$ cat src/rtl/mult_div_unit_pkg.sv
// Shared SPECIAL function codes and decode helpers for the multiply/divide unit.
package mult_div_unit_pkg;

  localparam logic [5:0] SpecialMthi  = 6'h11;
  localparam logic [5:0] SpecialMtlo  = 6'h13;
  localparam logic [5:0] SpecialMult  = 6'h18;
  localparam logic [5:0] SpecialMultu = 6'h19;
  localparam logic [5:0] SpecialDiv   = 6'h1a;
  localparam logic [5:0] SpecialDivu  = 6'h1b;

  // Codes that launch a multi-cycle operation.
  function automatic logic is_mul_div(input logic [5:0] op);
    return (op == SpecialMult) || (op == SpecialMultu) ||
           (op == SpecialDiv)  || (op == SpecialDivu);
  endfunction

  function automatic logic is_signed_op(input logic [5:0] op);
    return (op == SpecialMult) || (op == SpecialDiv);
  endfunction

  function automatic logic is_div_op(input logic [5:0] op);
    return (op == SpecialDiv) || (op == SpecialDivu);
  endfunction

endpackage

$ cat src/rtl/mult_div_unit.sv
// Iterative multiply/divide unit owning HI/LO; one result bit per cycle.
module mult_div_unit
  import mult_div_unit_pkg::*;
#(
  parameter int unsigned WIDTH = 32
) (
  input  logic             clock,
  input  logic             reset_n,
  input  logic             w_start_1,
  input  logic [5:0]       w_op_code_6,
  input  logic [WIDTH-1:0] w_input1_x,
  input  logic [WIDTH-1:0] w_input2_x,
  input  logic             w_flush_1,
  output logic             w_busy_1,
  output logic             w_done_1,
  output logic [WIDTH-1:0] w_hi_x,
  output logic [WIDTH-1:0] w_lo_x
);

  localparam int unsigned CntW = $clog2(WIDTH + 1);
  localparam logic [CntW-1:0] LastCnt = CntW'(WIDTH - 1);

  typedef enum logic [1:0] {StIdle, StRun, StFix} state_e;

  function automatic logic [WIDTH-1:0] magnitude(input logic [WIDTH-1:0] v, input logic neg);
    return neg ? -v : v;
  endfunction

  function automatic logic [2*WIDTH-1:0] negate2(input logic [2*WIDTH-1:0] v);
    return -v;
  endfunction

  state_e             state_q, state_d;
  logic [CntW-1:0]    cnt_q, cnt_d;
  // Multiply: {partial product, multiplier}. Divide: {partial remainder, dividend/quotient}.
  logic [2*WIDTH-1:0] acc_q, acc_d;
  logic [WIDTH-1:0]   opnd_q, opnd_d;   // multiplicand or divisor magnitude
  logic [WIDTH-1:0]   src_q, src_d;     // raw dividend, returned on divide by zero
  logic               is_div_q, is_div_d;
  logic               neg_lo_q, neg_lo_d;
  logic               neg_hi_q, neg_hi_d;
  logic [WIDTH-1:0]   hi_q, hi_d;
  logic [WIDTH-1:0]   lo_q, lo_d;
  logic               busy_q, busy_d;
  logic               done_q, done_d;

  // Operand preparation for a newly accepted request.
  logic             start_md, l_sign1, l_sign2, l_div;
  logic [WIDTH-1:0] l_mag1, l_mag2;

  assign start_md = w_start_1 && is_mul_div(w_op_code_6);
  assign l_div    = is_div_op(w_op_code_6);
  assign l_sign1  = is_signed_op(w_op_code_6) && w_input1_x[WIDTH-1];
  assign l_sign2  = is_signed_op(w_op_code_6) && w_input2_x[WIDTH-1];
  assign l_mag1   = magnitude(w_input1_x, l_sign1);
  assign l_mag2   = magnitude(w_input2_x, l_sign2);

  // One iteration of shift-add or restoring shift-subtract.
  logic [WIDTH:0]     mul_sum, div_shift, div_diff;
  logic               div_ge;
  logic [2*WIDTH-1:0] iter_acc, prod_fix;

  always_comb begin
    mul_sum   = {1'b0, acc_q[2*WIDTH-1:WIDTH]} + (acc_q[0] ? {1'b0, opnd_q} : '0);
    div_shift = {acc_q[2*WIDTH-1:WIDTH], acc_q[WIDTH-1]};
    div_diff  = div_shift - {1'b0, opnd_q};
    div_ge    = div_shift >= {1'b0, opnd_q};
    if (is_div_q) begin
      iter_acc = {(div_ge ? div_diff[WIDTH-1:0] : div_shift[WIDTH-1:0]),
                  acc_q[WIDTH-2:0], div_ge};
    end else begin
      iter_acc = {mul_sum, acc_q[WIDTH-1:1]};
    end
    prod_fix = neg_lo_q ? negate2(acc_q) : acc_q;
  end

  // Next-state, datapath and output register updates.
  always_comb begin
    state_d  = state_q;
    cnt_d    = cnt_q;
    acc_d    = acc_q;
    opnd_d   = opnd_q;
    src_d    = src_q;
    is_div_d = is_div_q;
    neg_lo_d = neg_lo_q;
    neg_hi_d = neg_hi_q;
    hi_d     = hi_q;
    lo_d     = lo_q;
    busy_d   = busy_q;
    done_d   = 1'b0;

    unique case (state_q)
      StIdle: begin
        if (!w_flush_1 && w_start_1) begin
          if (start_md) begin
            state_d = StRun;
            busy_d  = 1'b1;
          end else if (w_op_code_6 == SpecialMthi) begin
            hi_d = w_input1_x;
          end else if (w_op_code_6 == SpecialMtlo) begin
            lo_d = w_input1_x;
          end
        end
      end
      StRun: begin
        if (w_flush_1) begin
          state_d = StIdle;
          busy_d  = 1'b0;
          cnt_d   = '0;
        end else begin
          acc_d = iter_acc;
          cnt_d = cnt_q + CntW'(1);
          if (cnt_q == LastCnt) begin
            state_d = StFix;
            cnt_d   = '0;
          end
        end
      end
      StFix: begin
        if (w_flush_1) begin
          state_d = StIdle;
          busy_d  = 1'b0;
        end else begin
          done_d = 1'b1;
          if (!is_div_q) begin
            hi_d = prod_fix[2*WIDTH-1:WIDTH];
            lo_d = prod_fix[WIDTH-1:0];
          end else if (opnd_q == '0) begin
            hi_d = src_q;
            lo_d = '1;
          end else begin
            hi_d = neg_hi_q ? -acc_q[2*WIDTH-1:WIDTH] : acc_q[2*WIDTH-1:WIDTH];
            lo_d = neg_lo_q ? -acc_q[WIDTH-1:0] : acc_q[WIDTH-1:0];
          end
          // A request waiting here starts immediately for full throughput.
          if (start_md) begin
            state_d = StRun;
          end else begin
            state_d = StIdle;
            busy_d  = 1'b0;
          end
        end
      end
      default: begin
        state_d = StIdle;
        busy_d  = 1'b0;
      end
    endcase

    // Operand latch shared by IDLE and FIX acceptance.
    if (state_d == StRun && state_q != StRun) begin
      cnt_d    = '0;
      is_div_d = l_div;
      neg_lo_d = l_sign1 ^ l_sign2;
      neg_hi_d = l_sign1;
      src_d    = w_input1_x;
      acc_d    = l_div ? {{WIDTH{1'b0}}, l_mag1} : {{WIDTH{1'b0}}, l_mag2};
      opnd_d   = l_div ? l_mag2 : l_mag1;
    end
  end

  // State and datapath registers.
  always_ff @(posedge clock or negedge reset_n) begin
    if (!reset_n) begin
      state_q  <= StIdle;
      cnt_q    <= '0;
      acc_q    <= '0;
      opnd_q   <= '0;
      src_q    <= '0;
      is_div_q <= 1'b0;
      neg_lo_q <= 1'b0;
      neg_hi_q <= 1'b0;
      hi_q     <= '0;
      lo_q     <= '0;
      busy_q   <= 1'b0;
      done_q   <= 1'b0;
    end else begin
      state_q  <= state_d;
      cnt_q    <= cnt_d;
      acc_q    <= acc_d;
      opnd_q   <= opnd_d;
      src_q    <= src_d;
      is_div_q <= is_div_d;
      neg_lo_q <= neg_lo_d;
      neg_hi_q <= neg_hi_d;
      hi_q     <= hi_d;
      lo_q     <= lo_d;
      busy_q   <= busy_d;
      done_q   <= done_d;
    end
  end

  assign w_busy_1 = busy_q;
  assign w_done_1 = done_q;
  assign w_hi_x   = hi_q;
  assign w_lo_x   = lo_q;

endmodule

$ cat config.mk
export PLATFORM = sky130hd
export DESIGN_NAME = mult_div_unit
export DESIGN_NICKNAME = d
export VERILOG_FILES = /design/src/rtl/mult_div_unit_pkg.sv /design/src/rtl/mult_div_unit.sv
export SDC_FILE = /design/constraint.sdc
export NUM_CORES = 1
export LEC_CHECK = 0
export CORE_ASPECT_RATIO = 1.1
export CORE_UTILIZATION = 25
export DETAILED_ROUTE_END_ITERATION = 16
export GPL_TIMING_DRIVEN = 0
export PLACE_DENSITY = 0.39
export SYNTH_ARGS = -nofsm -noshare
export SYNTH_HDL_FRONTEND = slang
export SYNTH_SLANG_ARGS = --single-unit
$ cat constraint.sdc
create_clock -name clock -period 6.8 [get_ports clock]
set_input_delay 1.36 -clock clock [delete_from_list [all_inputs] [get_ports clock]]
set_output_delay 1.36 -clock clock [all_outputs]
set_load 0.03 [all_outputs]
# After elaboration in Yosys (flattened, before gate mapping)
# Cells that the tools add are included.
# op_classes
order_cmp	1
eq_ne	21
bitwise	1
add_sub_neg	8
n_reduce_logical	19
mux	47
# op_table
op	n
$mux 32	21
$mux 64	5
$neg 32->32	4
$pmux 32 s2	2
$neg 64->64	1
$eq 6x5->1 const B	7
$add 32x32->33	1
$ge 33x32->1	1
$logic_not 32->1	1
$sub 32x32->32	1
$mux 6	4
$ne 2x2->1 const B	8
$mux 1	9
$mux 2	4
$add 6x1->6 const B	1
$pmux 2 s3	1
$reduce_and 6->1	1
$logic_and 1x1->1	5
$logic_or 1x1->1	5
$reduce_and 5->1	1
$eq 2x1->1 const B	2
$ne 2x1->1 const B	2
$reduce_and 4->1	1
$reduce_bool 2->1	2
other kinds (7)	7
# totals
in_bits	74
regBits	205
output_inout_bits	66

# Longest topological paths before layout
# logic_depth
ltp_word	12
ltp_mapped	15

# Least setup slack after synthesis
# Ideal clock, no wire load.
# synth_timing
path_kind	input to register
start	input port w_input1_x[3]
end	register acc_q[27]
setup_time_ps	133
n_path_buf	1
slack_ps	2966
path_stages	10
arrival_ps	3700
path_cell_list	clkbuf_1 -> nor4_1 -> nand4_1 -> or3_1 -> or2_2 -> nor2_1 -> a21oi_1 -> xor2_1 -> o211ai_1 -> o21ai_0
# synth_via
elab_chain_len	4
# synth_rtl
item	line	rtl
start, declared	mult_div_unit.sv:11	input logic [WIDTH-1:0] w_input1_x,
$neg 32->32	mult_div_unit.sv:26	return neg ? -v : v;
$mux 32	mult_div_unit.sv:26	
$mux 32	mult_div_unit.sv:157	acc_d = l_div ? {{WIDTH{1'b0}}, l_mag1} : {{WIDTH{1'b0}}, l_mag2};
$mux 64	mult_div_unit.sv:151	if (state_d == StRun && state_q != StRun) begin
end signal, assigned	mult_div_unit.sv:167	acc_q <= '0;
end signal, assigned	mult_div_unit.sv:180	acc_q <= acc_d;
end, declared	mult_div_unit.sv:36	logic [2*WIDTH-1:0] acc_q, acc_d;
# No other way between the ends.
# A chain may end at the register's enable or synchronous reset.

# Worst setup path after layout
# layout_timing
start	input port w_op_code_6[4]
end	register acc_q[15]
# layout_via
elab_chain_len	12
elab_cells_between_ends	26
# layout_rtl
item	line	rtl
start, declared	mult_div_unit.sv:10	input logic [5:0] w_op_code_6,
$eq 6x5->1, on equally long branches	mult_div_unit_pkg.sv:13, mult_div_unit_pkg.sv:18	
$logic_or 1x1->1 (2 in a row)	mult_div_unit_pkg.sv:13	return (op == SpecialMult) || (op == SpecialMultu) ||
$logic_or 1x1->1	mult_div_unit_pkg.sv:14	(op == SpecialDiv) || (op == SpecialDivu);
$logic_and 1x1->1	mult_div_unit.sv:51	assign start_md = w_start_1 && is_mul_div(w_op_code_6);
$mux 1 or $mux 2 (tied branches)	mult_div_unit.sv:136, mult_div_unit.sv:95	
$mux 1 or $mux 2 (tied branches)	mult_div_unit.sv:120, mult_div_unit.sv:94	
$pmux 2 s3	mult_div_unit.sv:92	unique case (state_q)
$eq 2x1->1	mult_div_unit.sv:151	
$logic_and 1x1->1	mult_div_unit.sv:151	
$ne 2x1->1 (no line) or $reduce_bool 2->1 (tied branches)	--	
$reduce_and 2->1 (no line)	--	
# Parallel ways exist; a longest one is shown, timed or not.

==> summary.md <==
| Metric | Value |
|---|---|
| Total grt overflow | `0` |
| Fin cells | `approximately 3,300` |
| DRT Pass-1 Iters | `6` |
| Yosys Warn Count | `0` |
| Cts repair resizes | `0` |
| Reg2reg start | `acc_q[0]$_DFFE_PN0P_` |
| Synth Register Bits | `205` |
| HP Class | `flop to flop` |
| Crit path launch type | `input pin` |
| Area delta synth->final | `20.0%` |
| Core footprint | `0.0678 sq mm` |
| RSZ-0062 raised after global routing | `no` |
| Largest net degree at the start of global routing | `between 100 and 150` |
| Clock sink count | `between 200 and 250` |
| Top_reg_cell synth | `dfrtp_1` |
| Clock Latency Late Sink | `approximately 0.6 ns` |
| Final ANT Viol Nets | `0` |
| Max FO, Critical Path | `10` |
| Max_cap viols | `0` |
| Crit share post-route | `0.786` |
| Final core utilization | `0.304` |
| DRC viols | `0` |
| CTS Hold Bufs | `0` |
| Worst r2r path cells | `14` |
| Nets | `around 2,600` |
| EDFF count, synth | `0` |
| Die Span X | `252 microns` |
| First-pass GRT wire length | `126,000 microns` |
| Ports | `140` |
| Worst reg2reg setup slack | `around 1.9 ns` |
| Worst setup startpoint | `w_op_code_6[4]` |
| DRT Wirelength | `about 87,000 microns` |
| Hpwl dp | `about 70,000 microns` |
| Initial antenna violation count | `1` |
| GRT Total Usage | `0.247` |
| Max Clk Rate | `187 MHz` |
| PwrDens | `between 200 and 300 mW/mm^2` |
| Count leader, synth | `nand2_1` |
| Drt via density | `~5.4` |
| Asr flop ratio synth | `1.00` |
| Root Driver | `clkbuf_16` |
| Critical path class | `input pin to flop` |
| Htree depth | `1` |
| Worst-margin pin slew | `about 1.4 ns` |
| Post-Synthesis Cells | `between 2,000 and 2,500` |
| Power consumption | `~5.6 mW` |
| Via count | `18,200` |
| Peak supply drop | `a little over 200 uV` |
| Minimum clock period after layout | `5.35 ns` |
| Post-synth top cells | `335 x nand2_1, 259 x o21ai_0, 205 x dfrtp_1, 176 x nor2_1, 172 x a21oi_1` |
| Postcts setup bufs | `0` |
| Inserted Clock Buffers | `28` |
| Reg2reg end | `acc_q[63]$_DFFE_PN0P_` |
| Rel. slew slack | `0.0764` |
| Initial drt markers | `roughly 1,500` |
| Post-synth design cell area | `0.0172 sq mm` |
| Setup WS pre-CTS | `approximately 0.92 ns` |
| Clock skew | `between 0.02 and 0.025 ns` |
| Wire length per cell | `approximately 26 microns` |
| Status | `completed` |
| Yosys cell types | `82` |
| Crit. End Element | `flop` |
| CTS Buffer Depth | `3` |
| Largest cells by area after synthesis | `dfrtp_1 30%, o21ai_0 7.5%, nand2_1 7.3%` |
| Rows | `100` |
| CTS tree | `done` |
| Port bufs | `130` |
| Avg Inst Size Synth | `roughly 7.7 sq um` |
| Placed cell area | `~0.020 sq mm` |
| Dpl cells | `roughly 3,300` |
| Final WS setup | `1.45 ns` |
| Initial Utilization | `0.253` |
| Placer Congestion | `0.927` |
| Share of the synthesized area in the top cell type | `0.299` |
| Count of final setup violators | `0` |
| Share of the yosys chip area belonging to registers | `0.299` |
| Vias in the first global route | `around 18,000` |
| Layout cells sized above 1 | `0.0416` |
| Req. time, crit path | `~7.3 ns` |
| Post-route cell area | `0.0206 sq mm` |
| Final Hold Fails | `0` |
| CP endpoint | `acc_q[15]$_DFFE_PN0P_` |
| Clock transition at path regs | `about 0.05 ns` |
| Die height | `approximately 280 microns` |
| Slew Limit Fails | `0` |
| CP arrival | `about 5.9 ns` |
| Die area | `between 0.06 and 0.07 sq mm` |
| Mapped Nets | `2,390` |
| Leading area contributor after synthesis | `dfrtp_1` |
| Cell leakage power | `roughly 8.4 nW` |
-- worst min-delay path by stage --
stage                     slack, ns                     to                   from  cells past startpoint
after global placement         0.46  src_q[22]$_DFFE_PN0N_  src_q[22]$_DFFE_PN0N_                      2
after CTS                      0.48  src_q[22]$_DFFE_PN0N_  src_q[22]$_DFFE_PN0N_                      2
after global routing           0.50  src_q[28]$_DFFE_PN0N_  src_q[28]$_DFFE_PN0N_                      2
final                          0.48  w_hi_x[0]$_DFFE_PN0P_  w_hi_x[0]$_DFFE_PN0P_                      2
after detailed placement       0.47  src_q[22]$_DFFE_PN0N_  src_q[22]$_DFFE_PN0N_                      2
after floorplan                0.44  src_q[15]$_DFFE_PN0N_  src_q[15]$_DFFE_PN0N_                      2
-- power by group --
part / internal, mW / switching (mW) / leakage, nW
clock: 0.899 / 0.665 / 0.446
combinational: 0.847 / 1.49 / 5.27
sequential: 1.43 / 0.277 / 2.67
-- per-stage QoR --
step	hold slack [ns]	setup TNS (ns)
floorplan	0.440	0
CTS	0.481	0
finish	0.478	0
global route	0.499	0
detailed placement	0.465	0
global placement	0.464	-1078.27
-- flip-flops by register name (all words and copies together) (netlist names) --
register and count:
w_done_1 1, neg_lo_q 1, state_q 2, neg_hi_q 1
is_div_q 1, w_hi_x 32, w_busy_1 1, cnt_q 6
acc_q 64, opnd_q 32, src_q 32, w_lo_x 32
-- cells by family after synthesis --
kind of cell / Yosys count / share of synthesized area
AO/OA/AOI/OAI: 740 / 0.264
buffers and inverters: 225 / 0.0546
multiplexers: 56 / 0.0328
flip-flops: 205 / 0.299
XOR/XNOR: 182 / 0.0928
adder cells (fa/ha/maj): 71 / 0.0526
AND/OR/NAND/NOR: 766 / 0.204
-- cell type report --
class	count	area (sq um)
Multi-Input combinational cell	1815	11100
Clock buffer	35	747
Tap cell	918	1150
Clock inverter	16	201
Buffer	154	672
Timing Repair Buffer	131	1330
Inverter	71	267
Antenna cell	1	2.50
Sequential cell	205	5130
Fill cell	7434	47200
-- cell usage in the layout (no fill, tap or decap), types with 13 or more instances in the layout --
cell type and instances:
xor2_1 63, o22ai_1 25, nor3_1 50, a21o_1 28
clkbuf_1 132, a21oi_1 172, ha_1 69, o21ai_0 259
and3_1 20, nor4_1 24, or3_1 27, o211ai_1 53
nand3_1 33, a211oi_1 23, clkdlybuf4s50_1 129, o21a_1 21
inv_1 71, a22oi_1 17, nand2_1 335, clkbuf_16 28
xnor2_1 119, dfrtp_1 205, nand4_1 13, a31oi_1 17
mux2i_1 54, nor2_1 176, o31ai_1 28, o21bai_1 13
-- layer usage --
metal | track usage | vias up | routed length, microns | part of all wire
li1 | - | 8371 | - | -
met1 | 0.332 | 9099 | 38800 | 0.44
met2 | 0.417 | 593 | 42000 | 0.48
met3 | 0.0223 | 112 | 3860 | 0.044
met4 | 0.0721 | 0 | 2790 | 0.032
met5 | 0 | - | 0 | 0
-- critical path: stages --
cell and delay, ns:
clkdlybuf4s50_1 0.46, nor4bb_1 0.73, nor2b_1 1.02, and2_1 0.23
clkbuf_1 0.37, clkbuf_1 0.47, o31ai_1 0.17, xnor2_1 0.62
o211ai_1 0.27, o21ai_0 0.14
No activity file was read; power rests on OpenSTA's default activity.
